<file path="config.mk">
export PLATFORM = sky130hd
export DESIGN_NAME = rstatus_writeback
export DESIGN_NICKNAME = d
export VERILOG_FILES = /design/src/rtl/rstatus_pkg.sv /design/src/rtl/rstatus_stage.sv /design/src/rtl/rstatus_writeback.sv
export SDC_FILE = /design/constraint.sdc
export NUM_CORES = 1
export LEC_CHECK = 0
export ABC_AREA = 1
export BUFFER_PORTS_ARGS = -buffer_cell sky130_fd_sc_hd__buf_2
export CELL_PAD_IN_SITES_DETAIL_PLACEMENT = 1
export CELL_PAD_IN_SITES_GLOBAL_PLACEMENT = 1
export CORE_ASPECT_RATIO = 1.75
export CORE_MARGIN = 3
export CORE_UTILIZATION = 41
export CTS_BUF_LIST = sky130_fd_sc_hd__clkbuf_8
export CTS_CLUSTER_DIAMETER = 30
export DETAILED_ROUTE_END_ITERATION = 10
export PLACE_DENSITY = 0.93
export SLEW_MARGIN = 20
export SYNTH_ARGS = -nofsm -noshare
export SYNTH_HDL_FRONTEND = slang
export SYNTH_SLANG_ARGS = --single-unit
</file>
<file path="constraint.sdc">
create_clock -name clock -period 3.6 [get_ports clock]
set_input_delay 0 -clock clock [delete_from_list [all_inputs] [get_ports clock]]
set_output_delay 0 -clock clock [all_outputs]
set_load 0.05 [all_outputs]
</file>
<file path="src/rtl/rstatus_pkg.sv">
// Shared status-code definitions for the $rstatus writeback path.
package rstatus_pkg;

    typedef logic [2:0] code_t;

    localparam code_t RS_NONE = 3'd0;
    localparam code_t RS_ADD  = 3'd1;
    localparam code_t RS_ADDI = 3'd2;
    localparam code_t RS_SUB  = 3'd3;
    localparam code_t RS_MUL  = 3'd4;
    localparam code_t RS_DIV  = 3'd5;

    localparam int RSTATUS_REG = 30;

    function automatic logic code_is_alu(input code_t c);
        return (c == RS_ADD) || (c == RS_ADDI) || (c == RS_SUB);
    endfunction

    // Anything outside 1..5 is not a real status code and is dropped at entry.
    function automatic logic code_is_legal(input code_t c);
        return code_is_alu(c) || (c == RS_MUL) || (c == RS_DIV);
    endfunction

endpackage

</file>
<file path="src/rtl/rstatus_stage.sv">
// One {valid, code} pipeline register: holds on stall, flush clears valid even while stalled.
module rstatus_stage import rstatus_pkg::*; (
    input  logic  clock,
    input  logic  reset,
    input  logic  stall,
    input  logic  flush,
    input  logic  in_valid,
    input  code_t in_code,
    output logic  valid,
    output code_t code
);

    always_ff @(posedge clock or posedge reset) begin
        if (reset) begin
            valid <= 1'b0;
            code  <= RS_NONE;
        end else if (flush) begin
            valid <= 1'b0;
        end else if (!stall) begin
            valid <= in_valid;
            code  <= in_code;
        end
    end

endmodule

</file>
<file path="src/rtl/rstatus_writeback.sv">
// Carries ALU and multdiv overflow codes to the $rstatus write port, arbitrating
// collisions through two holding slots and keeping sticky flags plus a saturating count.
module rstatus_writeback #(
    parameter int CNT_W       = 8,
    parameter int RSTATUS_REG = rstatus_pkg::RSTATUS_REG
) (
    input  logic             clock,
    input  logic             reset,
    input  logic             x_valid,
    input  logic             x_ovf,
    input  logic [2:0]       x_code,
    input  logic             stall,
    input  logic             flush,
    input  logic             md_start,
    input  logic [2:0]       md_code,
    input  logic             md_ready,
    input  logic             md_exc,
    output logic             wb_we,
    output logic [4:0]       wb_addr,
    output logic [31:0]      wb_data,
    output logic             stall_req,
    output logic [4:0]       sticky,
    output logic [CNT_W-1:0] exc_count
);
    import rstatus_pkg::*;

    logic  x_entry_valid;
    logic  xm_valid, mw_valid;
    code_t xm_code, mw_code;

    assign x_entry_valid = x_valid & x_ovf & code_is_legal(x_code);

    rstatus_stage u_xm (
        .clock    (clock),
        .reset    (reset),
        .stall    (stall),
        .flush    (flush),
        .in_valid (x_entry_valid),
        .in_code  (x_code),
        .valid    (xm_valid),
        .code     (xm_code)
    );

    rstatus_stage u_mw (
        .clock    (clock),
        .reset    (reset),
        .stall    (stall),
        .flush    (1'b0),
        .in_valid (xm_valid),
        .in_code  (xm_code),
        .valid    (mw_valid),
        .code     (mw_code)
    );

    logic  md_pend;
    code_t md_pend_code;
    logic  md_req_valid;
    code_t md_req_code;
    logic  hold_md_valid, hold_alu_valid;
    code_t hold_md_code, hold_alu_code;

    logic  alu_req;
    logic  write_valid;
    code_t write_code;
    logic  hold_md_valid_next, hold_alu_valid_next;
    code_t hold_md_code_next, hold_alu_code_next;

    assign alu_req = mw_valid & ~stall;

    // A held multdiv code is always the oldest outstanding write, so it goes first.
    always_comb begin
        write_valid         = 1'b1;
        write_code          = hold_md_code;
        hold_md_valid_next  = md_req_valid;
        hold_md_code_next   = md_req_code;
        hold_alu_valid_next = hold_alu_valid | alu_req;
        hold_alu_code_next  = hold_alu_valid ? hold_alu_code : mw_code;
        if (hold_md_valid) begin
            write_code = hold_md_code;
        end else if (hold_alu_valid) begin
            write_code          = hold_alu_code;
            hold_alu_valid_next = alu_req;
            hold_alu_code_next  = mw_code;
        end else if (md_req_valid) begin
            write_code         = md_req_code;
            hold_md_valid_next = 1'b0;
        end else if (alu_req) begin
            write_code          = mw_code;
            hold_alu_valid_next = 1'b0;
        end else begin
            write_valid = 1'b0;
        end
    end

    logic [4:0] sticky_set;

    genvar gi;
    generate
        for (gi = 0; gi < 5; gi++) begin : g_sticky
            assign sticky_set[gi] = write_valid && (write_code == code_t'(gi + 1));
        end
    endgenerate

    always_ff @(posedge clock or posedge reset) begin
        if (reset) begin
            md_pend        <= 1'b0;
            md_pend_code   <= RS_NONE;
            md_req_valid   <= 1'b0;
            md_req_code    <= RS_NONE;
            hold_md_valid  <= 1'b0;
            hold_md_code   <= RS_NONE;
            hold_alu_valid <= 1'b0;
            hold_alu_code  <= RS_NONE;
            wb_we          <= 1'b0;
            wb_addr        <= '0;
            wb_data        <= '0;
            stall_req      <= 1'b0;
            sticky         <= '0;
            exc_count      <= '0;
        end else begin
            // A new issue replaces any pending op; the retiring op reports its own code.
            if (md_start) begin
                md_pend      <= 1'b1;
                md_pend_code <= md_code;
            end else if (md_ready) begin
                md_pend <= 1'b0;
            end
            md_req_valid <= md_ready & md_pend & md_exc;
            md_req_code  <= md_pend_code;

            hold_md_valid  <= hold_md_valid_next;
            hold_md_code   <= hold_md_code_next;
            hold_alu_valid <= hold_alu_valid_next;
            hold_alu_code  <= hold_alu_code_next;
            stall_req      <= hold_md_valid_next | hold_alu_valid_next;

            wb_we   <= write_valid;
            wb_addr <= write_valid ? 5'(RSTATUS_REG) : 5'd0;
            wb_data <= write_valid ? {29'd0, write_code} : 32'd0;
            sticky  <= sticky | sticky_set;
            if (write_valid && (exc_count != {CNT_W{1'b1}}))
                exc_count <= exc_count + 1'b1;
        end
    end

endmodule

</file>
==> results.yml, run 1 <==
placement:
  postPlaceCellArea_mm2: 0.00213
  globalplace.congestion: 0.770
  hpwlAfterDp_mm: 3.14
  pre_cts_ws_ns: 2.15
  io_buffer_count: 36
cts:
  clock_tree.htree_level_count: 2
  cts.reportedPaths.clkPinSlew_ns: 0.08
  clock_sink_count: 42
  bufs_on_longest_clock_path: 2
  clock_tree.root_cell: "sky130_fd_sc_hd__clkbuf_8"
  worst_skew_pair.late_latency_ns: 0.29
  numCtsBuffers: 5
  cts_tree: "done"
  cts.repair.resized: 0
  post_cts_buffers: 0
power:
  p_seq_share_pct: 43.4
  static-leakage-power_nw: 1.31
  vdd_drop_max_uv: 340
  netSwitchingPower_uw: 525
  p_comb_share_pct: 30.9
  intPower_uw: 820
  powerDensity_mw_per_mm2: 567
  sw_frac_of_total_pct: 39.0
  pwr-share-clk_pct: 25.7
final_layout:
  count_of_inserted_antenna_diode_cells: 0
  fraction_of_layout_cells_with_a_size_suffix_above_1_pct: 19.6
  mostFrequentLayoutCell: "sky130_fd_sc_hd__nand2_1"
  synthToLayoutAreaGrowth_pct: 16.2
  mostFrequentLayoutCells: "58 x sky130_fd_sc_hd__nand2_1, 42 x sky130_fd_sc_hd__dfrtp_1, 36 x sky130_fd_sc_hd__buf_2"
  design.final.nets: 295
  fin_area_mm2: 0.00237
synthesis:
  proportion_of_synthesized_flip_flops_having_asynchronous_set_or_reset_pct: 100
  synth_warnings: 0
  syn_avg_cell_area_um2: 8.92
  yosysTopAreaCell: "sky130_fd_sc_hd__dfrtp_1"
  post_synth_num_cell_types: 26
  mappedNetlistArea_mm2: 0.00204
  syn_inst: 229
  ys_seq_elements: 42
  ys_seq_area_share_pct: 51.4
  yosysTopAreaCellShare_pct: 51.4
  synth_edf_count: 0
  synth_flop_cell: "sky130_fd_sc_hd__dfrtp_1"
  yosys-top-cells-area: "sky130_fd_sc_hd__dfrtp_1 51%, sky130_fd_sc_hd__buf_4 12%, sky130_fd_sc_hd__nand2_1 11%"
drt:
  drc_errors: 0
  drt_first_pass_iters: 4
  drtAntennaViolNets: 0
  num_vias: 1538
  drt-initial-drc-count: 12
  wl_per_cell_um: 12.9
  viasPerCell: 4.63
  wl_mm: 4.29
critical_path:
  critical_path.max_fanout: 4
  critical_path.most_common_cell: "sky130_fd_sc_hd__nor2_1"
  worst_ep_required_time_ns: 3.83
  longest_individual_stage_delay_on_the_worst_path_ns: 0.59
  worstSetupPathType: "in -> reg"
  startpoint_type: "input port"
  worst_path_cell_chain: "dlygate4sd3_1 > buf_2 > nor2_1 > inv_1 > nor2_1 > nor2_1 > o32ai_1 > dlygate4sd3_1"
  timing.critical_path.slowest_stage_cell: "sky130_fd_sc_hd__dlygate4sd3_1"
  worstRegToRegCells: 7
  worst_ep_arrival_time_ns: 2.02
  endpoint_kind: "flip-flop"
global_routing:
  largest_net_degree_at_the_start_of_global_routing: 43
  globalRouteMet3Util_pct: 2.86
  grt_use_met1_pct: 15.0
  antenna_found_initial: 0
  grt_busiest_layer: "met2"
  globalRouteOverflowTotal: 0
  grt_util_all_layers_pct: 15.7
  grt_util_met2_pct: 29.6
  wire_length_of_the_first_global_routing_pass_mm: 7.11
  first_global_vias: 1668
sta:
  timing_worst_slew_pin_value_ns: 0.533
  skew_ns: 0.00735
  timing.setup.tns_ns: 0
  worst_slew_margin_rel_pct: 64.5
  setup_slack_ns: 1.81
  finalHoldWorstSlack_ns: 0.00865
  rsz0062_at_grt: "no"
  final_period_minus_worst_setup_slack_ns: 1.79
  maxClockFrequency_ghz: 0.559
  report.final.setup_viol: 0
  timing.final.max_slew_violations: 0
  timing.final.hold_violations: 0
  ratio_of_final_minimum_period_to_clock_period_pct: 49.7
floorplan:
  design.die.area_mm2: 0.00590
  ioPinCount: 67
  floorplan.die.height_um: 99.4
  chipWidth_um: 59.4
  initial_core_util_pct: 43.0
  row_count: 33
  core_area_mm2: 0.00475
job:
  max-cap-violations: 0
min_path:
  holdPathStages: 3
  hp-class: "in -> reg"
status:
  run_status: "finished, final reports clean"
synthesized netlist by cell type (2+ instances only):
library cell	number
sky130_fd_sc_hd__a21oi_1	4
sky130_fd_sc_hd__buf_4	34
sky130_fd_sc_hd__dfrtp_1	42
sky130_fd_sc_hd__inv_1	26
sky130_fd_sc_hd__nand2_1	58
sky130_fd_sc_hd__nand2_2	2
sky130_fd_sc_hd__nand2_4	2
sky130_fd_sc_hd__nand3_1	12
sky130_fd_sc_hd__nor2_1	15
sky130_fd_sc_hd__nor2_4	3
sky130_fd_sc_hd__nor3_1	2
sky130_fd_sc_hd__o21ai_0	10
sky130_fd_sc_hd__xnor2_1	4
sky130_fd_sc_hd__xor2_1	3
layout make-up:
class | instances | area, µm²
fill | 582 | 2370
sequential | 42 | 1050
multi-input combinational | 152 | 722
timing repair buffer | 50 | 318
clock buffer | 8 | 110
inverter | 28 | 108
tap | 52 | 65.1
stage by stage:
| step | instances | util, % | power, mW |
|---|---|---|---|
| after global placement | 311 | 44.9 | 0.985 |
| after floorplan | 258 | - | 0.938 |
| after CTS | 332 | 50.0 | 1.36 |
| after global routing | 332 | 50.0 | 1.41 |
| final | 332 | 50.0 | 1.35 |
| after detailed placement | 311 | 44.9 | 1.00 |
kinds of logic (layout without fill, tap and decap cells):
group / Yosys count / count (layout) / share of synthesized area (%)
simple gates: 98 / 98 / 22.0
compound gates: 16 / 16 / 4.23
buf+inv: 64 / 86 / 18.6
flops: 42 / 42 / 51.4
xor+xnor: 7 / 7 / 3.00
fa+ha+maj: 1 / 1 / 0.612
other cells: 1 / 30 / 0.184
per-layer routing:
layer	part of all wire [%]	wire length, µm
met4	2.9	123
met3	5.8	247
met1	35	1510
met5	0	0
met2	56	2400
registers in the layout, indices dropped and copies added, names as in the netlist, 3 cells and up:
register / flops
exc_count: 8
sticky: 5
hold_alu_code: 3
hold_md_code: 3
hold_md_code_next: 3
md_pend_code: 3
u_mw.code: 3
u_xm.code: 3
wb_data: 3
what timing repair did:
| item | CTS | global route |
|---|---|---|
| endpoints found under the hold margin | 50 | 0 |
| setup endpoints to repair | 0 | 0 |
| hold buffers | 13 | 0 |
path summary, 6_finish.rpt:
path                       slack, ns              end                 start
setup / recovery                1.81       u_xm.valid                 flush
hold / removal                 0.009          md_pend              md_start
setup reg to reg                2.14     exc_count[4]          exc_count[0]
hold reg to reg                 0.38  hold_md_code[1]  hold_md_code_next[1]
max in group asynchronous       2.84       u_mw.valid                 reset
min in group asynchronous       0.38     exc_count[2]                 reset
power groups by stage:
| stage | logic [mW] | registers (mW) | clock network (mW) |
|---|---|---|---|
| final | 0.416 | 0.583 | 0.346 |
| after global routing | 0.447 | 0.595 | 0.369 |
| after CTS | 0.418 | 0.585 | 0.353 |
| after detailed placement | 0.408 | 0.592 | 0 |
| after global placement | 0.394 | 0.590 | 0 |
| after floorplan | 0.222 | 0.716 | 0 |
worst max-delay path: cells and delay by family:
family	cells	cell delay, ns
AO/OA/AOI/OAI	1	0.26
AND/OR/NAND/NOR	3	0.40
buffers and inverters	4	1.37
(Power assumes the default switching activity.)
==> inputs of run 2 (changes only) <==
- ABC_AREA: 1 -> 0
- CORE_UTILIZATION: 41 -> 36
- PLACE_DENSITY: 0.93 -> 0.84
- clock period: 3.6 -> 1.55 ns (I/O delays scaled with it)
==> run 2 against run 1 <==
Effect of this change: the run now ends with negative setup slack left; clock skew fell by 0.0018 ns; clock power increased by 97%; global-route usage decreased by 2.1 points; register-to-register slack got worse by 2.2 ns; combinational power grew 110%; die area grew 13%; critical path type is now reg -> reg.
==> results.yml, run 2 <==
status:
  run_status: "complete, but fails checks"
  failing_checks: "negative setup slack"
critical_path:
  worst_ep_required_time_ns: 1.76
  worstSetupPathType: "reg -> reg"
  critical_path.max_fanout: 5
  startpoint_type: "flip-flop"
  endpoint_kind: "flip-flop"
  worst_ep_arrival_time_ns: 1.82
power:
  powerDensity_mw_per_mm2: 1170
  vdd_drop_max_uv: 656
  static-leakage-power_nw: 1.25
placement:
  postPlaceCellArea_mm2: 0.00220
  globalplace.congestion: 0.808
  io_buffer_count: 36
  hpwlAfterDp_mm: 3.03
final_layout:
  mostFrequentLayoutCells: "36 x sky130_fd_sc_hd__dfrtp_1, 36 x sky130_fd_sc_hd__buf_2, 30 x sky130_fd_sc_hd__conb_1"
  largest_reg_flops: 8
  count_of_inserted_antenna_diode_cells: 0
  fraction_of_layout_cells_with_a_size_suffix_above_1_pct: 38.7
  top_flop_regs: "exc_count (8), sticky (5)"
  synthToLayoutAreaGrowth_pct: 23.2
  fillerInstances: 616
  fin_area_mm2: 0.00252
  final_util_pct: 46.8
  registers.top_by_ff_count: "exc_count"
  design.final.nets: 253
synthesis:
  yosysTopAreaCellShare_pct: 51.4
  synth_edf_count: 0
  ys_top_cells_by_count: "42 x sky130_fd_sc_hd__dfrtp_1, 35 x sky130_fd_sc_hd__buf_4, 13 x sky130_fd_sc_hd__mux2_2, 13 x sky130_fd_sc_hd__nor2_1"
  ys_seq_area_share_pct: 51.4
  synth_top_family_by_area: "buffers and inverters"
  syn_inst: 180
  yosys-top-cells-area: "sky130_fd_sc_hd__dfrtp_1 51%, sky130_fd_sc_hd__buf_4 13%, sky130_fd_sc_hd__mux2_2 7.2%"
  proportion_of_synthesized_flip_flops_having_asynchronous_set_or_reset_pct: 100
  synthMostInstantiatedCell: "sky130_fd_sc_hd__dfrtp_1"
  synth.area.mux_share_pct: 7.65
  mappedNetlistArea_mm2: 0.00205
  ys_seq_elements: 42
  syn_avg_cell_area_um2: 11.4
  synth_warnings: 0
  synth_flop_cell: "sky130_fd_sc_hd__dfrtp_1"
  yosysTopAreaCell: "sky130_fd_sc_hd__dfrtp_1"
  synth_compound_area_share_pct: 8.50
  yosys.area_share.xor_xnor_pct: 3.00
  synthSimpleGateAreaFrac_pct: 12.7
  synth-adder-area-share_pct: 0.612
  post_synth_num_cell_types: 42
global_routing:
  antenna_found_initial: 0
  first_global_vias: 1457
  largest_net_degree_at_the_start_of_global_routing: 43
  wire_length_of_the_first_global_routing_pass_mm: 6.96
  globalRouteOverflowTotal: 0
  grt_util_all_layers_pct: 13.5
sta:
  setup_slack_ns: -0.0644
  timing.final.hold_violations: 0
  timing.final.max_slew_violations: 0
  worst_slew_margin_rel_pct: 65.3
  maxClockFrequency_ghz: 0.619
  report.final.setup_viol: 7
  final_period_minus_worst_setup_slack_ns: 1.61
  skew_ns: 0.00557
  rsz0062_at_grt: "yes"
  ratio_of_final_minimum_period_to_clock_period_pct: 104
  timing_worst_slew_pin_value_ns: 0.520
floorplan:
  chipWidth_um: 63.0
  design.die.area_mm2: 0.00666
  ioPinCount: 67
  floorplan.die.height_um: 106
  core_area_mm2: 0.00539
  initial_core_util_pct: 38.0
  row_count: 35
drt:
  drtAntennaViolNets: 0
  num_vias: 1390
  wl_per_cell_um: 13.6
  wl_mm: 4.24
  drt_first_pass_iters: 3
  drt-initial-drc-count: 36
  drc_errors: 0
  viasPerCell: 4.46
cts:
  numCtsBuffers: 5
  worst_skew_pair.late_latency_ns: 0.30
  clock_tree.root_cell: "sky130_fd_sc_hd__clkbuf_8"
  cts_tree: "done"
  cts.reportedPaths.clkPinSlew_ns: 0.08
  clock_tree.htree_level_count: 2
  clock_sink_count: 42
  bufs_on_longest_clock_path: 2
job:
  max-cap-violations: 0
min_path:
  hp-class: "in -> reg"
## run 2: changes by cell type after synthesis, sizes merged, moves of 6 or more
cell	delta
o21ai	-9
o31ai	+6
inv	-18
nand3	-11
nand2	-52
mux2	+13
## run 2: kinds of logic (layout without fill, tap and decap cells)
kind of cell,count (synthesis),after routing
and+or+nand+nor,47,47
xor gates and xnor gates,7,7
AOI/OAI and AO/OA,20,20
other,1,30
adders and majority gates,1,1
buffers and inverters,48,77
muxes,14,14
DFF,42,42
## run 2: report_power, final
group          switching, mW  total (mW)  internal, mW
Combinational          0.620       0.867         0.247
Sequential             0.148        1.39          1.25
Clock                  0.371       0.682         0.311
## run 2: area by class of cell
class,count,area (µm²),area share (%)
Inverter,10,37.5,1.49
Timing Repair Buffer,59,393,15.6
Clock buffer,5,68.8,2.73
Clock inverter,3,17.5,0.695
Tap cell,74,92.6,3.67
Multi-Input combinational cell,119,852,33.8
Sequential cell,42,1060,42.0
## run 2: per-stage QoR
stage,setup TNS [ns],std cells,total power [mW],hold slack (ns),worst slack (ns)
floorplan,0,209,2.10,0.0664,0.0112
global placement,-0.0471,288,2.20,0.160,-0.0158
detailed placement,-0.197,288,2.22,0.163,-0.0663
CTS,-0.178,311,2.95,0.117,-0.0554
global route,-1.04,312,3.08,0.140,-0.122
finish,-0.194,312,2.94,0.115,-0.0644
## run 2: path summary, 6_finish.rpt
path / start / endpoint / depth (start not counted) / slack (ns)
max: hold_alu_valid / sticky[2] / 4 / -0.06
min reg2reg: md_pend_code[0] / hold_md_code_next[0] / 0 / 0.39
min: x_ovf / u_xm.valid / 5 / 0.11
min in group asynchronous: reset / hold_alu_code[2] / 4 / 0.39
max in group asynchronous: reset / md_req_valid / 4 / 0.78
max reg2reg: hold_alu_valid / sticky[2] / 4 / -0.06
## run 2: timing repair
| action | 4_1_cts | 5_1_grt |
|---|---|---|
| buffers inserted | 2 | 1 |
| pin swaps | 5 | 6 |
| hold endpoints to repair | 51 | 0 |
| hold buffers | 13 | 0 |
| endpoints found under the setup margin | 5 | 15 |
| resized for setup | 4 | 14 |
## run 2: metal layers
layer,track usage (%),vias up,wire [µm]
li1,-,653,-
met1,12.4,680,1400
met2,26.6,49,2520
met3,2.67,8,220
met4,7.58,0,106
met5,0,-,0
## run 2: critical path, cell delays in order, from the launching register on
cell                      delay (ns)
sky130_fd_sc_hd__dfrtp_1        0.42
sky130_fd_sc_hd__nor2b_4        0.14
sky130_fd_sc_hd__o31a_1         0.30
sky130_fd_sc_hd__or3_4          0.41
sky130_fd_sc_hd__o31ai_2        0.26
==> inputs of run 3 (changes only) <==
- CELL_PAD_IN_SITES_DETAIL_PLACEMENT: 1 -> default
- CELL_PAD_IN_SITES_GLOBAL_PLACEMENT: 1 -> default
- CORE_UTILIZATION: 36 -> 47
==> run 3 against run 2 <==
Effect of this change: the flow still finishes with violations (negative setup slack); critical endpoint is now exc_count[0]; count of clock-buffer cells in the layout stayed put; hold slack gained 0.019 ns; power is 5.2% higher; critical path type unchanged; core utilization grew 15 points; critical path depth is 1 higher; final cell count fell by 6.7%; fmax increased by 3.0%; clock power increased by 21%.
==> results.yml, run 3 (same netlist as run 2, synthesis figures left out) <==
status:
  run_status: "complete, but fails checks"
  failing_checks: "negative setup slack"
placement:
  place_inst: 268
  hpwlAfterDp_mm: 2.68
  globalplace.congestion: 0.857
  io_buffer_count: 36
  pre_cts_ws_ns: -0.0680
  postPlaceCellArea_mm2: 0.00221
power:
  netSwitchingPower_mw: 1.12
  p_total_mw: 3.10
  sw_frac_of_total_pct: 36.3
  p_seq_share_pct: 44.9
  vdd_drop_max_uv: 1000
  static-leakage-power_nw: 1.29
  powerDensity_mw_per_mm2: 1210
  pwr-share-clk_pct: 26.6
  intPower_mw: 1.97
  p_comb_share_pct: 28.4
drt:
  drt-initial-drc-count: 32
  wl_per_cell_um: 12.5
  wl_mm: 3.64
  drc_errors: 0
  num_vias: 1424
  viasPerCell: 4.89
  drtAntennaViolNets: 0
  drt_first_pass_iters: 4
cts:
  bufs_on_longest_clock_path: 2
  cts_tree: "done"
  worst_skew_pair.late_latency_ns: 0.29
  numCtsBuffers: 5
  cts.reportedPaths.clkPinSlew_ns: 0.08
  clock_tree.htree_level_count: 2
  clock_tree.root_cell: "sky130_fd_sc_hd__clkbuf_8"
  clock_sink_count: 42
sta:
  skew_ns: 0.00585
  timing.final.max_slew_violations: 0
  worst_slew_margin_rel_pct: 61.6
  report.final.setup_viol: 4
  timing.final.hold_violations: 0
  final_period_minus_worst_setup_slack_ns: 1.57
  setup_slack_ns: -0.0181
  ratio_of_final_minimum_period_to_clock_period_pct: 101
  rsz0062_at_grt: "yes"
  maxClockFrequency_ghz: 0.638
  timing_worst_slew_pin_value_ns: 0.562
floorplan:
  row_count: 31
  chipWidth_um: 55.9
  initial_core_util_pct: 49.3
  ioPinCount: 67
  design.die.area_mm2: 0.00521
  floorplan.die.height_um: 93.3
  core_area_mm2: 0.00415
final_layout:
  layout.cells.non_filler: 291
  registers.top_by_ff_count: "exc_count"
  synthToLayoutAreaGrowth_pct: 24.8
  fraction_of_layout_cells_with_a_size_suffix_above_1_pct: 41.7
  fin_area_mm2: 0.00255
  mostFrequentLayoutCells: "36 x sky130_fd_sc_hd__dfrtp_1, 36 x sky130_fd_sc_hd__buf_2, 30 x sky130_fd_sc_hd__conb_1"
  largest_reg_flops: 8
  top_flop_regs: "exc_count (8), sticky (5)"
  design.final.nets: 257
  count_of_inserted_antenna_diode_cells: 0
global_routing:
  grt_util_all_layers_pct: 15.0
  wire_length_of_the_first_global_routing_pass_mm: 5.98
  largest_net_degree_at_the_start_of_global_routing: 43
  first_global_vias: 1408
  globalRouteOverflowTotal: 0
  antenna_found_initial: 0
critical_path:
  worstSetupPathType: "reg -> reg"
  endpoint_kind: "flip-flop"
  worstRegToRegCells: 5
  startpoint_type: "flip-flop"
  startpoint: "hold_alu_valid"
  worstReg2RegEnd: "exc_count[0]"
  rr_startpoint: "hold_alu_valid"
  worst_ep_required_time_ns: 1.76
  r2r_setup_slack_ns: -0.02
  worst_ep_arrival_time_ns: 1.77
  critical_path.max_fanout: 5
job:
  max-cap-violations: 0
min_path:
  hp-class: "in -> reg"
  holdPathStages: 5
  hold-path-endpoint: "u_xm.valid"
  worst_hold_startpoint: "x_ovf"
-- run 3: worst max-delay path by stage --
stage | endpoint | slack [ns] | cells after the start
after floorplan | sticky[2] | 0.01 | 5
after global placement | sticky[2] | -0.02 | 4
after CTS | sticky[2] | -0.06 | 4
after global routing | sticky[1] | -0.10 | 5
after detailed placement | sticky[2] | -0.07 | 4
final | exc_count[0] | -0.02 | 5
-- run 3: what timing repair did --
item,CTS,global route
resized for setup,4,17
hold buffers,12,0
hold endpoints to repair,51,0
setup endpoints to repair,5,15
setup buffers,4,0
pin swaps,5,12
-- run 3: metal layers --
layer / wire length, µm / share of wire [%] / up-vias / track usage (%)
met3: 241 / 6.6 / 10 / 3.31
met1: 1200 / 33 / 691 / 14.1
met2: 2070 / 57 / 58 / 28.2
met5: 0 / 0 / - / 0
met4: 124 / 3.4 / 0 / 10.1
li1: - / - / 665 / -
-- run 3: metrics by stage --
stage | util (%) | TNS (ns) | hold slack, ns
detailed placement | 53.2 | -0.197 | 0.155
floorplan | - | 0 | 0.0664
global placement | 53.2 | -0.0568 | 0.154
CTS | 59.7 | -0.0668 | 0.122
global route | 61.5 | -0.908 | 0.145
finish | 61.5 | -0.0469 | 0.134
-- run 3: critical path, cell delays in order (launching register included) --
cell,delay [ns]
sky130_fd_sc_hd__dfrtp_2,0.45
sky130_fd_sc_hd__buf_6,0.13
sky130_fd_sc_hd__or3_4,0.40
sky130_fd_sc_hd__o22ai_4,0.26
sky130_fd_sc_hd__buf_6,0.15
sky130_fd_sc_hd__xnor2_2,0.10
-- run 3: final cells by class --
class	instances	area [µm²]
fillers	329	1600
flip-flops and latches	42	1060
multi-input cells	119	865
repair buffers	63	420
clock buffers	5	68.8
well taps	49	61.3
clock inverters	3	41.3
inverters	10	37.5
-- run 3: power by group through the flow --
stage,Combinational (mW),Sequential (mW),Clock (mW)
final,0.881,1.39,0.824
after detailed placement,0.821,1.41,0
after CTS,0.854,1.38,0.859
after global placement,0.807,1.40,0
after floorplan,0.488,1.62,0
after global routing,0.937,1.42,0.892
